**config.mk**
```make
export PLATFORM = sky130hd
export DESIGN_NAME = hazard_ctrl_flat
export DESIGN_NICKNAME = d
export VERILOG_FILES = /design/src/rtl/hazard_ctrl_pkg.sv /design/src/rtl/hazard_ctrl_if.sv /design/src/rtl/hazard_ctrl_md_busy_cnt.sv /design/src/rtl/hazard_ctrl.sv /design/src/flat_wrapper.sv
export SDC_FILE = /design/constraint.sdc
export NUM_CORES = 1
export LEC_CHECK = 0
export ABC_AREA = 1
export CAP_MARGIN = 0
export CORE_MARGIN = 3
export CORE_UTILIZATION = 31
export CTS_BUF_LIST = sky130_fd_sc_hd__clkbuf_4
export CTS_CLUSTER_SIZE = 30
export DETAILED_ROUTE_END_ITERATION = 16
export PLACE_DENSITY = 0.53
export SLEW_MARGIN = 0
export SYNTH_ARGS = -nofsm -noshare
export SYNTH_HDL_FRONTEND = slang
export SYNTH_SLANG_ARGS = --single-unit
export TNS_END_PERCENT = 50
```
**constraint.sdc**
```tcl
create_clock -name clk -period 1.97 [get_ports clk]
set_clock_uncertainty 0.05 [all_clocks]
set_input_delay 0.394 -clock clk [delete_from_list [all_inputs] [get_ports clk]]
set_output_delay 0.394 -clock clk [all_outputs]
set_load 0.05 [all_outputs]
```
**src/rtl/hazard_ctrl_pkg.sv**
```systemverilog
// Shared pipeline definitions: forward-select codes, slot field widths, mult/div latencies.
// Imported by the hazard controller, its interface and the mult/div busy counter.
package mips_defs;

   localparam int ADDR_W       = 5;
   localparam int TNEW_W       = 2;
   localparam int MULT_LAT_DEF = 5;
   localparam int DIV_LAT_DEF  = 10;

   typedef logic [ADDR_W-1:0] reg_addr_t;
   typedef logic [TNEW_W-1:0] tnew_t;

   typedef enum logic [1:0] {
      FWD_RF = 2'd0,
      FWD_E  = 2'd1,
      FWD_M  = 2'd2,
      FWD_W  = 2'd3
   } fwd_sel_e;

   localparam logic [1:0] TUSE_NONE = 2'd3;

   typedef struct packed {
      reg_addr_t waddr;
      tnew_t     tnew;
      reg_addr_t rs;
      reg_addr_t rt;
      logic      md_start;
      logic      md_div;
   } e_slot_t;

   typedef struct packed {
      reg_addr_t waddr;
      tnew_t     tnew;
      reg_addr_t rt;
   } m_slot_t;

   // $0 is hard-wired, so a write to it never produces anything worth forwarding or waiting for.
   function automatic logic addr_hit(reg_addr_t src, reg_addr_t dst);
      return (src != '0) && (src == dst);
   endfunction

   function automatic tnew_t tnew_dec(tnew_t t);
      return (t == '0) ? '0 : t - tnew_t'(1);
   endfunction

endpackage

```
**src/rtl/hazard_ctrl_if.sv**
```systemverilog
// D-stage hazard inputs and stall/forward/busy outputs between the pipeline and the hazard controller.
interface hazard_ctrl_if;
   import mips_defs::*;

   reg_addr_t  rs_D;
   reg_addr_t  rt_D;
   logic [1:0] tuse_rs_D;
   logic [1:0] tuse_rt_D;
   reg_addr_t  waddr_D;
   tnew_t      tnew_D;
   logic       md_D;
   logic       md_start_D;
   logic       md_div_D;

   logic       stall;
   logic       flush_E;
   logic [1:0] fwd_rs_D;
   logic [1:0] fwd_rt_D;
   logic [1:0] fwd_rs_E;
   logic [1:0] fwd_rt_E;
   logic       fwd_rt_M;
   logic       md_busy;

   modport master (
      output rs_D, rt_D, tuse_rs_D, tuse_rt_D, waddr_D, tnew_D, md_D, md_start_D, md_div_D,
      input  stall, flush_E, fwd_rs_D, fwd_rt_D, fwd_rs_E, fwd_rt_E, fwd_rt_M, md_busy
   );

   modport slave (
      input  rs_D, rt_D, tuse_rs_D, tuse_rt_D, waddr_D, tnew_D, md_D, md_start_D, md_div_D,
      output stall, flush_E, fwd_rs_D, fwd_rt_D, fwd_rs_E, fwd_rt_E, fwd_rt_M, md_busy
   );

endinterface

```
**src/rtl/hazard_ctrl_md_busy_cnt.sv**
```systemverilog
// HI/LO unit occupancy: busy from the E cycle of mult/div for exactly LAT cycles.
// md_busy_o is combinational on md_start_i; the down-counter covers the remaining LAT-1 cycles.
module md_busy_cnt
   import mips_defs::*;
#(
   parameter int MULT_LAT = MULT_LAT_DEF,
   parameter int DIV_LAT  = DIV_LAT_DEF
) (
   input  logic clk,
   input  logic reset,
   input  logic md_start_i,
   input  logic md_div_i,
   output logic md_busy_o
);

   localparam logic [3:0] MULT_LOAD = 4'(MULT_LAT - 1);
   localparam logic [3:0] DIV_LOAD  = 4'(DIV_LAT - 1);

   logic [3:0] cnt_q;
   logic [3:0] cnt_d;

   always_comb begin
      cnt_d = cnt_q;
      if (md_start_i) begin
         cnt_d = md_div_i ? DIV_LOAD : MULT_LOAD;
      end else if (cnt_q != 4'd0) begin
         cnt_d = cnt_q - 4'd1;
      end
   end

   always_ff @(posedge clk or negedge reset) begin
      if (!reset) begin
         cnt_q <= 4'd0;
      end else begin
         cnt_q <= cnt_d;
      end
   end

   assign md_busy_o = md_start_i | (cnt_q != 4'd0);

endmodule

```
**src/rtl/hazard_ctrl.sv**
```systemverilog
// Hazard controller: shadow scoreboard E/M/W drives stall/flush and D/E/M forward selects.
// All outputs are combinational from the slots and the D-stage inputs; slots advance every clock.
module hazard_ctrl
   import mips_defs::*;
#(
   parameter int MULT_LAT = MULT_LAT_DEF,
   parameter int DIV_LAT  = DIV_LAT_DEF
) (
   input  logic         clk,
   input  logic         reset,
   hazard_ctrl_if.slave hz
);

   e_slot_t   e_q, e_d;
   m_slot_t   m_q, m_d;
   reg_addr_t w_waddr_q, w_waddr_d;

   logic stall_rs, stall_rt, stall_md, stall, md_busy;

   // A consumer waits only if its use point comes before the producer's remaining Tnew.
   function automatic logic data_stall(reg_addr_t src, logic [1:0] tuse,
                                       reg_addr_t wa_e, tnew_t tn_e,
                                       reg_addr_t wa_m, tnew_t tn_m);
      return (src != '0) &&
             (((src == wa_e) && (tuse < tn_e)) || ((src == wa_m) && (tuse < tn_m)));
   endfunction

   function automatic logic [1:0] sel3(reg_addr_t src, reg_addr_t wa_e,
                                       reg_addr_t wa_m, reg_addr_t wa_w);
      if (addr_hit(src, wa_e)) return FWD_E;
      if (addr_hit(src, wa_m)) return FWD_M;
      if (addr_hit(src, wa_w)) return FWD_W;
      return FWD_RF;
   endfunction

   function automatic logic [1:0] sel2(reg_addr_t src, reg_addr_t wa_m, reg_addr_t wa_w);
      if (addr_hit(src, wa_m)) return FWD_M;
      if (addr_hit(src, wa_w)) return FWD_W;
      return FWD_RF;
   endfunction

   assign stall_rs = data_stall(hz.rs_D, hz.tuse_rs_D, e_q.waddr, e_q.tnew, m_q.waddr, m_q.tnew);
   assign stall_rt = data_stall(hz.rt_D, hz.tuse_rt_D, e_q.waddr, e_q.tnew, m_q.waddr, m_q.tnew);
   assign stall_md = hz.md_D & md_busy;
   assign stall    = stall_rs | stall_rt | stall_md;

   always_comb begin
      e_d = '0;
      if (!stall) begin
         e_d.waddr    = hz.waddr_D;
         e_d.tnew     = hz.tnew_D;
         e_d.rs       = hz.rs_D;
         e_d.rt       = hz.rt_D;
         e_d.md_start = hz.md_start_D;
         e_d.md_div   = hz.md_div_D;
      end
      m_d.waddr = e_q.waddr;
      m_d.tnew  = tnew_dec(e_q.tnew);
      m_d.rt    = e_q.rt;
      w_waddr_d = m_q.waddr;
   end

   always_ff @(posedge clk or negedge reset) begin
      if (!reset) begin
         e_q       <= '0;
         m_q       <= '0;
         w_waddr_q <= '0;
      end else begin
         e_q       <= e_d;
         m_q       <= m_d;
         w_waddr_q <= w_waddr_d;
      end
   end

   md_busy_cnt #(
      .MULT_LAT (MULT_LAT),
      .DIV_LAT  (DIV_LAT)
   ) u_md_busy_cnt (
      .clk        (clk),
      .reset      (reset),
      .md_start_i (e_q.md_start),
      .md_div_i   (e_q.md_div),
      .md_busy_o  (md_busy)
   );

   assign hz.stall    = stall;
   assign hz.flush_E  = stall;
   assign hz.md_busy  = md_busy;
   assign hz.fwd_rs_D = sel3(hz.rs_D, e_q.waddr, m_q.waddr, w_waddr_q);
   assign hz.fwd_rt_D = sel3(hz.rt_D, e_q.waddr, m_q.waddr, w_waddr_q);
   assign hz.fwd_rs_E = sel2(e_q.rs, m_q.waddr, w_waddr_q);
   assign hz.fwd_rt_E = sel2(e_q.rt, m_q.waddr, w_waddr_q);
   assign hz.fwd_rt_M = addr_hit(m_q.rt, w_waddr_q);

endmodule

```
**src/flat_wrapper.sv**
```systemverilog
// flat-port wrapper written by rule: the top's interface ports become plain ports
module hazard_ctrl_flat import mips_defs::*;
#(
   parameter int MULT_LAT = MULT_LAT_DEF,
   parameter int DIV_LAT  = DIV_LAT_DEF
)
  (clk, reset, hz_rs_D, hz_rt_D, hz_tuse_rs_D, hz_tuse_rt_D, hz_waddr_D, hz_tnew_D, hz_md_D, hz_md_start_D, hz_md_div_D, hz_stall, hz_flush_E, hz_fwd_rs_D, hz_fwd_rt_D, hz_fwd_rs_E, hz_fwd_rt_E, hz_fwd_rt_M, hz_md_busy);
  hazard_ctrl_if hz_i ();
  input  logic clk;
  input  logic reset;
  input wire logic [$bits(hz_i.rs_D)-1:0] hz_rs_D;
  input wire logic [$bits(hz_i.rt_D)-1:0] hz_rt_D;
  input wire logic [$bits(hz_i.tuse_rs_D)-1:0] hz_tuse_rs_D;
  input wire logic [$bits(hz_i.tuse_rt_D)-1:0] hz_tuse_rt_D;
  input wire logic [$bits(hz_i.waddr_D)-1:0] hz_waddr_D;
  input wire logic [$bits(hz_i.tnew_D)-1:0] hz_tnew_D;
  input wire logic [$bits(hz_i.md_D)-1:0] hz_md_D;
  input wire logic [$bits(hz_i.md_start_D)-1:0] hz_md_start_D;
  input wire logic [$bits(hz_i.md_div_D)-1:0] hz_md_div_D;
  output wire logic [$bits(hz_i.stall)-1:0] hz_stall;
  output wire logic [$bits(hz_i.flush_E)-1:0] hz_flush_E;
  output wire logic [$bits(hz_i.fwd_rs_D)-1:0] hz_fwd_rs_D;
  output wire logic [$bits(hz_i.fwd_rt_D)-1:0] hz_fwd_rt_D;
  output wire logic [$bits(hz_i.fwd_rs_E)-1:0] hz_fwd_rs_E;
  output wire logic [$bits(hz_i.fwd_rt_E)-1:0] hz_fwd_rt_E;
  output wire logic [$bits(hz_i.fwd_rt_M)-1:0] hz_fwd_rt_M;
  output wire logic [$bits(hz_i.md_busy)-1:0] hz_md_busy;
  assign hz_i.rs_D = hz_rs_D;
  assign hz_i.rt_D = hz_rt_D;
  assign hz_i.tuse_rs_D = hz_tuse_rs_D;
  assign hz_i.tuse_rt_D = hz_tuse_rt_D;
  assign hz_i.waddr_D = hz_waddr_D;
  assign hz_i.tnew_D = hz_tnew_D;
  assign hz_i.md_D = hz_md_D;
  assign hz_i.md_start_D = hz_md_start_D;
  assign hz_i.md_div_D = hz_md_div_D;
  assign hz_stall = hz_i.stall;
  assign hz_flush_E = hz_i.flush_E;
  assign hz_fwd_rs_D = hz_i.fwd_rs_D;
  assign hz_fwd_rt_D = hz_i.fwd_rt_D;
  assign hz_fwd_rs_E = hz_i.fwd_rs_E;
  assign hz_fwd_rt_E = hz_i.fwd_rt_E;
  assign hz_fwd_rt_M = hz_i.fwd_rt_M;
  assign hz_md_busy = hz_i.md_busy;
  hazard_ctrl #(.MULT_LAT(MULT_LAT), .DIV_LAT(DIV_LAT)) u_core (.clk(clk), .reset(reset), .hz(hz_i));
endmodule
```
Yosys cells after proc, flatten, opt, wreduce, memory -nomap -nowiden
Index checks and enable logic that the tools add are counted.
{ "op_classes": {"reduce_logical": 27, "n_mux": 43, "shifts": 0, "eq_ne": 11, "mul": 0, "bitwise_logic": 4, "n_lt_le_gt_ge": 4, "div_mod_pow": 0, "addsub": 2} }
{ "op_table": {"columns": ["operator", "n"], "rows": [
  ["== test 5 bit", 11],
  ["2-to-1 mux 2 bit", 21],
  ["nonzero test 5 bit", 5],
  ["2-to-1 mux 19 bit", 1],
  ["2-to-1 mux 1 bit", 18],
  ["logical AND 1 bit", 17],
  ["2-to-1 mux 4 bit", 3],
  ["< comparator 2 bit", 4],
  ["nonzero test 4 bit", 1],
  ["subtractor 4 x 1 -> 4 bit (second input constant)", 1],
  ["bitwise OR 1 bit", 3],
  ["logical NOT 2 bit", 1],
  ["logical OR 1 bit", 2],
  ["nonzero test 2 bit", 1],
  ["subtractor 2 x 1 -> 2 bit (second input constant)", 1],
  ["bitwise AND 1 bit", 1]
]} }
{ "totals": {"romBits": 0, "latchBits": 0, "ram_bits": 0, "register_bits": 40, "mem_count": 0, "output_inout_bits": 12} }

Depth between registers and ports, before layout
Gate-level depths: netlist of run 1.
{ "logic_depth": {"word_depth": 9, "ltp_mapped": 10, "depth_no_buf": 8} }

Modules after synthesis
A second synthesis of run 1 with hierarchy kept.
{ "unflattened": {"hier_cells": 294, "area_unflattened_um2": 2416.1} }
{ "modules_own_cells": {"columns": ["module", "area_per_inst_um2", "seq_area_each_um2", "cells_each", "instances"], "rows": [
  ["hazard_ctrl", 2167.1, 900.9, 265, 1],
  ["md_busy_cnt", 249.0, 100.1, 29, 1]
]} }

Worst setup path before layout of run 1
OpenSTA, ideal clock, no wires.
{ "synth_timing": {"path_kind": "reg2out", "startpoint": "reg u_core.u_md_busy_cnt.cnt_q[0]", "endpoint": "out hz_stall", "path_slack_ns": -0.759, "required_ns": 1.526, "path_stages_with_launch": 9, "arrival_time_ns": 2.285, "cell_sequence": "dfrtp_1 -> inv_1 -> ha_1 -> nand4_1 -> nand2_1 -> nand3_1 -> buf_2 -> or2_1 -> buf_4"} }
{ "synth_between": {"elab_chain_cells": 4} }
{ "synth_lines": {"columns": ["item", "line", "rtl"], "rows": [
  ["start, declared", "hazard_ctrl_md_busy_cnt.sv:19", "logic [3:0] cnt_q;"],
  ["start signal, assigned", "hazard_ctrl_md_busy_cnt.sv:35", "cnt_q <= cnt_d;"],
  ["nonzero test 4 bit", "hazard_ctrl_md_busy_cnt.sv:39", "assign md_busy_o = md_start_i | (cnt_q != 4'd0);"],
  ["bitwise OR 1 bit", "hazard_ctrl_md_busy_cnt.sv:39", null],
  ["named net hz_md_busy", "flat_wrapper.sv:27", "output wire logic [$bits(hz_i.md_busy)-1:0] hz_md_busy;"],
  ["bitwise AND 1 bit", "hazard_ctrl.sv:44", "assign stall_md = hz.md_D & md_busy;"],
  ["bitwise OR 1 bit", "hazard_ctrl.sv:45", "assign stall = stall_rs | stall_rt | stall_md;"],
  ["end, declared", "flat_wrapper.sv:20", "output wire logic [$bits(hz_i.stall)-1:0] hz_stall;"]
]} }
The timed path passes the listed nets, and every way through them passes these cells.

Final worst setup path of run 1
{ "layout_timing": {"startpoint": "reg u_core.e_q[13] (netlist name)", "endpoint": "out hz_flush_E"} }
{ "layout_between": {"elab_chain_cells": 6, "word_cells_on_any_way": 10} }
{ "layout_lines": {"columns": ["item", "line", "rtl"], "rows": [
  ["start, declared", "hazard_ctrl.sv:14", "e_slot_t e_q, e_d;"],
  ["start signal, assigned", "hazard_ctrl.sv:65", "e_q <= '0;"],
  ["start signal, assigned", "hazard_ctrl.sv:69", "e_q <= e_d;"],
  ["< comparator 2 bit", "hazard_ctrl.sv:25", "(((src == wa_e) && (tuse < tn_e)) || ((src == wa_m) && (tuse < tn_m)));"],
  ["logical AND 1 bit", "hazard_ctrl.sv:25", null],
  ["logical OR 1 bit", "hazard_ctrl.sv:25", null],
  ["logical AND 1 bit", "hazard_ctrl.sv:24", "return (src != '0) &&"],
  ["bitwise OR 1 bit (*) (2 in a row)", "hazard_ctrl.sv:45", null],
  ["end, declared", "flat_wrapper.sv:21", "output wire logic [$bits(hz_i.flush_E)-1:0] hz_flush_E;"]
]} }
Mark *: on every way between the ends. The rest lies on a longest branch, timed or not.

==> results.md, run 1 <==
- Critical Setup Path Class: flop to primary output
- Area growth syn-to-layout: 48.4%
- Initial Util: 32.3%
- Post-synthesis sequential area ratio: 42.3%
- DIE WIDTH: 93.4 um
- Synth Area in Simple Gates: 24.9%
- Compound-Gate Fraction of Synth Area: 4.01%
- Worst r2r dst: u_core.e_q[7]
- Htree depth: 2
- Hold Crit Class: flop to flop
- Crit. Startpoint: u_core.e_q[13]
- R2R Setup Slk: 0.23 ns
- Number of port buffers: 37
- Crit path capture type: primary output
- Final Max Tran Viols: 0
- FF/Latch Area: 0.00101 sq mm
- Period utilization: 113%
- Final ANT Viol Nets: 0
- Total grt overflow: 0
- Hpwl dp: 4.53 mm
- RSZ-0062 raised after global routing: yes
- Netlist Area Pre-Place: 0.00237 sq mm
- Synthesis Warnings: 0
- Reg clk slew, reported paths: 0.12 ns
- VDD IR-drop max: 0.000478 V
- Total track usage: 14.8%
- Syn Nets: 310
- Ys async rst share: 100%
- Clk sinks: 40
- Failing checks: setup timing
- Main synth FF type: dfrtp_1
- Power Total: 2.90 mW
- Avg Inst Size Synth: 8.52 sq um
- F_max: 451 MHz
- Clock Latency Late Sink: 0.35 ns
- Max-cap viol count: 0
- Setup TNS: -2.45 ns
- Ant diodes: 0
- Synth unique cells: 27
- Clock root cell: clkbuf_4
- XOR/XNOR share of the synthesized area: 16.6%
- Tmin final: 2.22 ns
- Routed vias/inst: 4.44
- Worst reg2reg path depth: 10
- Hold endpoint: u_core.w_waddr_d[2]
- Routed len/inst: 13.1 um
- DIE HEIGHT: 93.4 um
- DRC errors left: 0
- P per Cell Area: 826 mW/mm^2
- #FFs+latches synth: 40
- Drt first pass iters: 4
- Fin. Hold Viols: 0
- Routed wire length: 5.98 mm
- RR Startpoint: u_core.w_waddr_d[4]
- Iteration-0 DRC Markers: 79
- Required @ worst endpoint: 1.53 ns
- Design area: 0.00352 sq mm
- Num CTS Buffers: 5
- Top cells by area, synth: dfrtp_1, xnor2_1, nand2_1, xor2_1, inv_1
- Static Leakage: 1.66 nW
- Hold_sp: u_core.e_q[16]
- CTS tree: built
- Vias in the first global route: 2042
- Crit path launch type: flop
- Hold path cells: 0
- Fillers: 680
- Status: finished, violations left
- First-pass GRT wire length: 9.92 mm
- Cell Area, Placed: 0.00314 sq mm
- Row count: 31
- # IOs: 38
- Gp weighted congestion: 0.892
- Setup violations, final: 11
- Final WS setup: -0.249 ns
- Synth Area in Adders: 3.17%
- Relative slew slack: 67.9%
- Post-layout net count: 388
- Multi-input logic area: 0.00131 sq mm
- Cells after Synth: 278
- Largest family of logic cells by synthesized area: simple AND/OR/NAND/NOR gates
- Layout cells sized above 1: 36.1%
- Post-synth EDFFs: 0
- Most common cell in the netlist: nand2_1
- Core region area: 0.00733 sq mm
- Share of the synthesized area in the top cell type: 42.3%
- CP Max Fanout: 3
- Max clock buf depth: 2
- Worst Tran Pin Value: 0.482 ns
- Mux cell area share after synthesis: 0%
- Commonest cells in the netlist: nand2_1, dfrtp_1, inv_1
- Area leader, netlist: dfrtp_1
- Initial antenna violation count: 0
- Worst hold slack: 0.417 ns
- Pin count of the biggest net entering global routing: 22
- Critical Path AT: 1.78 ns
- Die ar.: 0.00873 sq mm
- Vias: 2024
routing by layer:
| metal | vias up | share of wire, % | global-route usage [%] |
|---|---|---|---|
| met5 | - | 0 | 0 |
| met3 | 6 | 3.6 | 2.90 |
| li1 | 1030 | - | - |
| met2 | 39 | 48 | 24.2 |
| met1 | 949 | 47 | 19.6 |
| met4 | 0 | 1.1 | 5.01 |
power by group:
| part | total, mW | switching (mW) | internal [mW] |
|---|---|---|---|
| registers | 1.13 | 0.169 | 0.966 |
| logic | 1.35 | 0.678 | 0.674 |
| clock network | 0.417 | 0.280 | 0.137 |
kinds of logic (layout without fill, tap and decap cells):
| group | after synthesis | in the layout |
|---|---|---|
| buf+inv | 51 | 130 |
| xor+xnor | 45 | 45 |
| compound gates | 17 | 17 |
| fa+ha+maj | 6 | 6 |
| flops | 40 | 40 |
| simple gates | 119 | 119 |
repair_timing:
action	4_1_cts	5_1_grt
setup buffers	10	9
hold endpoints to repair	19	0
resized for setup	42	25
endpoints found under the setup margin	11	30
pin swaps	12	13
hold buffers	1	0
cell usage in the layout (no fill, tap or decap), types with 3 or more instances in the layout:
cell type and count:
nand3_1 9, nand2_1 46, buf_6 7, xnor2_2 5, inv_2 10, nor3_2 13, dfrtp_1 33, clkdlybuf4s50_1 12
buf_4 37, xor2_1 15, nor3_1 14, or2_2 3, clkbuf_4 5, xnor2_1 24, buf_12 11, dfrtp_2 7
a21oi_1 6, nor2_2 5, inv_1 28, ha_1 5, dlygate4sd2_1 10, a21oi_2 5, nand4_1 7, nor2_1 14
critical path, stage by stage, from the launching register on:
cell	delay [ns]
dfrtp_1	0.38
inv_2	0.07
ha_4	0.25
nand2_1	0.04
nand2_1	0.07
nor2_1	0.04
nand3_1	0.10
nand3_2	0.07
or2_4	0.26
buf_8	0.16
final cells by class:
class / count / area share (%)
multi-input combinational: 187 / 37.2
sequential: 40 / 28.7
timing repair buffer: 84 / 24.9
inverter: 38 / 4.06
tap: 99 / 3.52
clock buffer: 5 / 1.07
clock inverter: 3 / 0.534
registers in the layout, indices dropped and copies added (netlist names):
name	cells
u_core.e_q	19
u_core.m_q	7
u_core.u_md_busy_cnt.cnt_q	4
u_core.w_waddr_d	5
u_core.w_waddr_q	5
stage by stage:
| step | utilization [%] | setup WS [ns] | cells |
|---|---|---|---|
| 6_report | 48.0 | -0.249 | 456 |
| 5_1_grt | 48.0 | -0.411 | 456 |
| 4_1_cts | 45.8 | -0.275 | 451 |
| 3_5_place_dp | 42.9 | -0.509 | 432 |
| 3_3_place_gp | 42.9 | -0.566 | 432 |
| 2_1_floorplan | - | -0.566 | 278 |
worst max path at each step:
| stage | cells after the start | endpoint |
|---|---|---|
| floorplan | 8 | hz_stall |
| global placement | 8 | hz_fwd_rt_D[0] |
| detailed placement | 8 | hz_fwd_rt_D[0] |
| CTS | 5 | hz_fwd_rs_D[0] |
| global route | 9 | hz_flush_E |
| finish | 9 | hz_flush_E |
Power figures use the tool's default switching activity.
==> inputs of run 2 (changes only) <==
MAX_ROUTING_LAYER = met4   (was not set)
==> run 2 against run 1 <==
Against the previous run:
- the flow still finishes with violations (setup timing)
- non-clock buffer count is 1 higher
- register-to-register slack worse by 0.10 ns
- clock power is essentially flat
- combinational power about the same
- die area did not move
- sequential share of layout area decreased by 0.061 points
- global-route usage increased by 0.39 points
- critical path depth decreased by 4
- cell count up 0.22%
- core utilization up 0.10 points
- worst hold slack worse by 0.0010 ns
- critical path type unchanged
==> results.md, run 2 (synthesized netlist as in run 1, its figures left out) <==
- Hold_sp: u_core.e_q[16]
- Placed insts: 432
- Max stage delay on crit path: 0.50 ns
- Critical Setup Path Class: flop to primary output
- Clk sinks: 40
- Final WS setup: -0.250 ns
- Routed wire length: 6.00 mm
- Core region area: 0.00733 sq mm
- Worst r2r dst: u_core.e_q[7]
- Status: finished, violations left
- Routed len/inst: 13.1 um
- First-pass GRT wire length: 9.89 mm
- Most frequent cells in the layout: nand2_1, buf_4, dfrtp_1
- Htree depth: 2
- Fin. Hold Viols: 0
- Final ANT Viol Nets: 0
- Area growth syn-to-layout: 48.8%
- Crit path launch type: flop
- Int Pwr: 1.78 mW
- Pin count of the biggest net entering global routing: 22
- Worst Tran Pin Value: 0.482 ns
- Clock root cell: clkbuf_4
- Routed vias/inst: 4.43
- Max clock buf depth: 2
- Clock group share of total power: 14.4%
- DRC errors left: 0
- Period utilization: 113%
- Initial antenna violation count: 0
- Worst path slowest cell: dfrtp_2
- Crit path max-delay family: flip-flops
- CTS tree: built
- Clock Latency Late Sink: 0.35 ns
- Crit path capture type: primary output
- F_max: 450 MHz
- Iteration-0 DRC Markers: 85
- Vias in the first global route: 2042
- Tmin final: 2.22 ns
- Row count: 31
- Relative slew slack: 67.9%
- Final Max Tran Viols: 0
- RR Startpoint: u_core.w_waddr_d[4]
- Hold Crit Class: flop to flop
- Worst hold slack: 0.416 ns
- Bufs and invs on worst path: 1
- Fin cells: 457
- Max-cap viol count: 0
- CP Max Fanout: 5
- Max FFs per register: 19
- Initial Util: 32.3%
- RSZ-0062 raised after global routing: yes
- Ant diodes: 0
- Num CTS Buffers: 5
- Layout cells sized above 1: 36.3%
- Die ar.: 0.00873 sq mm
- Critical Path AT: 1.78 ns
- Switching power: 1.13 mW
- Gate power share: 46.6%
- Failing checks: setup timing
- # IOs: 38
- VDD IR-drop max: 0.000480 V
- Hpwl dp: 4.53 mm
- Static Leakage: 1.67 nW
- Switch share: 38.8%
- Most common library cell in the layout ignoring fill and taps: nand2_1
- Top reg by flops: u_core.e_q
- Worst reg2reg path depth: 11
- Required @ worst endpoint: 1.53 ns
- Hold path cells: 0
- DIE HEIGHT: 93.4 um
- DIE WIDTH: 93.4 um
- Number of port buffers: 37
- Total track usage: 15.2%
- R2R Setup Slk: 0.13 ns
- Total grt overflow: 0
- CP Cell Sequence: xor2_1, a21oi_1, nand4_1, a21boi_2, buf_12
- Vias: 2023
- Hold endpoint: u_core.w_waddr_d[2]
- Register share of total power: 39.0%
- Drt first pass iters: 4
- Regs by FF count: u_core.e_q x19, u_core.m_q x7
- P per Cell Area: 825 mW/mm^2
- Setup violations, final: 11
- Reg clk slew, reported paths: 0.13 ns
- Post-layout net count: 389
- Gp weighted congestion: 0.907
==> run 2: timing repair <==
action,CTS,global route
hold buffers,1,0
endpoints found under the hold margin,19,0
cloned,0,0
setup endpoints to repair,11,30
gates resized for setup,42,25
pin swaps,12,13
setup buffers,10,9
==> run 2: through the flow <==
stage          util (%)  area [sq um]  total power, mW  TNS (ns)  setup slack, ns
2_1_floorplan         -          2400             1.87     -2.34           -0.566
3_3_place_gp       42.9          3140             2.32     -7.38           -0.566
3_5_place_dp       42.9          3140             2.34     -7.69           -0.509
4_1_cts            45.8          3360             2.83     -2.59           -0.275
5_1_grt            48.1          3520             3.11     -4.60           -0.411
6_report           48.1          3520             2.91     -2.50           -0.250
==> run 2: worst max path at each step <==
stage | endpoint | startpoint | depth (start not counted)
after floorplan | hz_stall | u_core.u_md_busy_cnt.cnt_q[0] | 8
after global placement | hz_fwd_rt_D[0] | hz_rt_D[1] | 8
after detailed placement | hz_fwd_rt_D[0] | hz_rt_D[1] | 8
after CTS | hz_fwd_rs_D[0] | u_core.w_waddr_q[3] | 5
after global routing | hz_flush_E | u_core.w_waddr_d[4] | 9
final | hz_fwd_rs_D[1] | u_core.w_waddr_q[1] | 5
==> run 2: layout make-up <==
type                            instances  area [sq um]
Fill cell                             681          3810
Sequential cell                        40          1010
Clock inverter                          3          18.8
Timing Repair Buffer                   85           882
Clock buffer                            5          37.5
Inverter                               38           143
Multi-Input combinational cell        187          1310
Tap cell                               99           124
==> run 2: per-layer routing <==
metal | routed length [um] | up-vias | global-route usage (%)
met4 | 65 | 0 | 5.01
met2 | 2900 | 33 | 24.1
met1 | 2860 | 952 | 19.7
met3 | 176 | 6 | 2.90
li1 | - | 1032 | -
met5 | 0 | - | -
==> run 2: power groups by stage <==
| stage | Sequential (mW) | Clock [mW] | Combinational (mW) |
|---|---|---|---|
| CTS | 1.13 | 0.432 | 1.26 |
| detailed placement | 1.15 | 0 | 1.18 |
| global placement | 1.15 | 0 | 1.17 |
| floorplan | 1.07 | 0 | 0.796 |
| global route | 1.15 | 0.476 | 1.48 |
| finish | 1.14 | 0.419 | 1.35 |
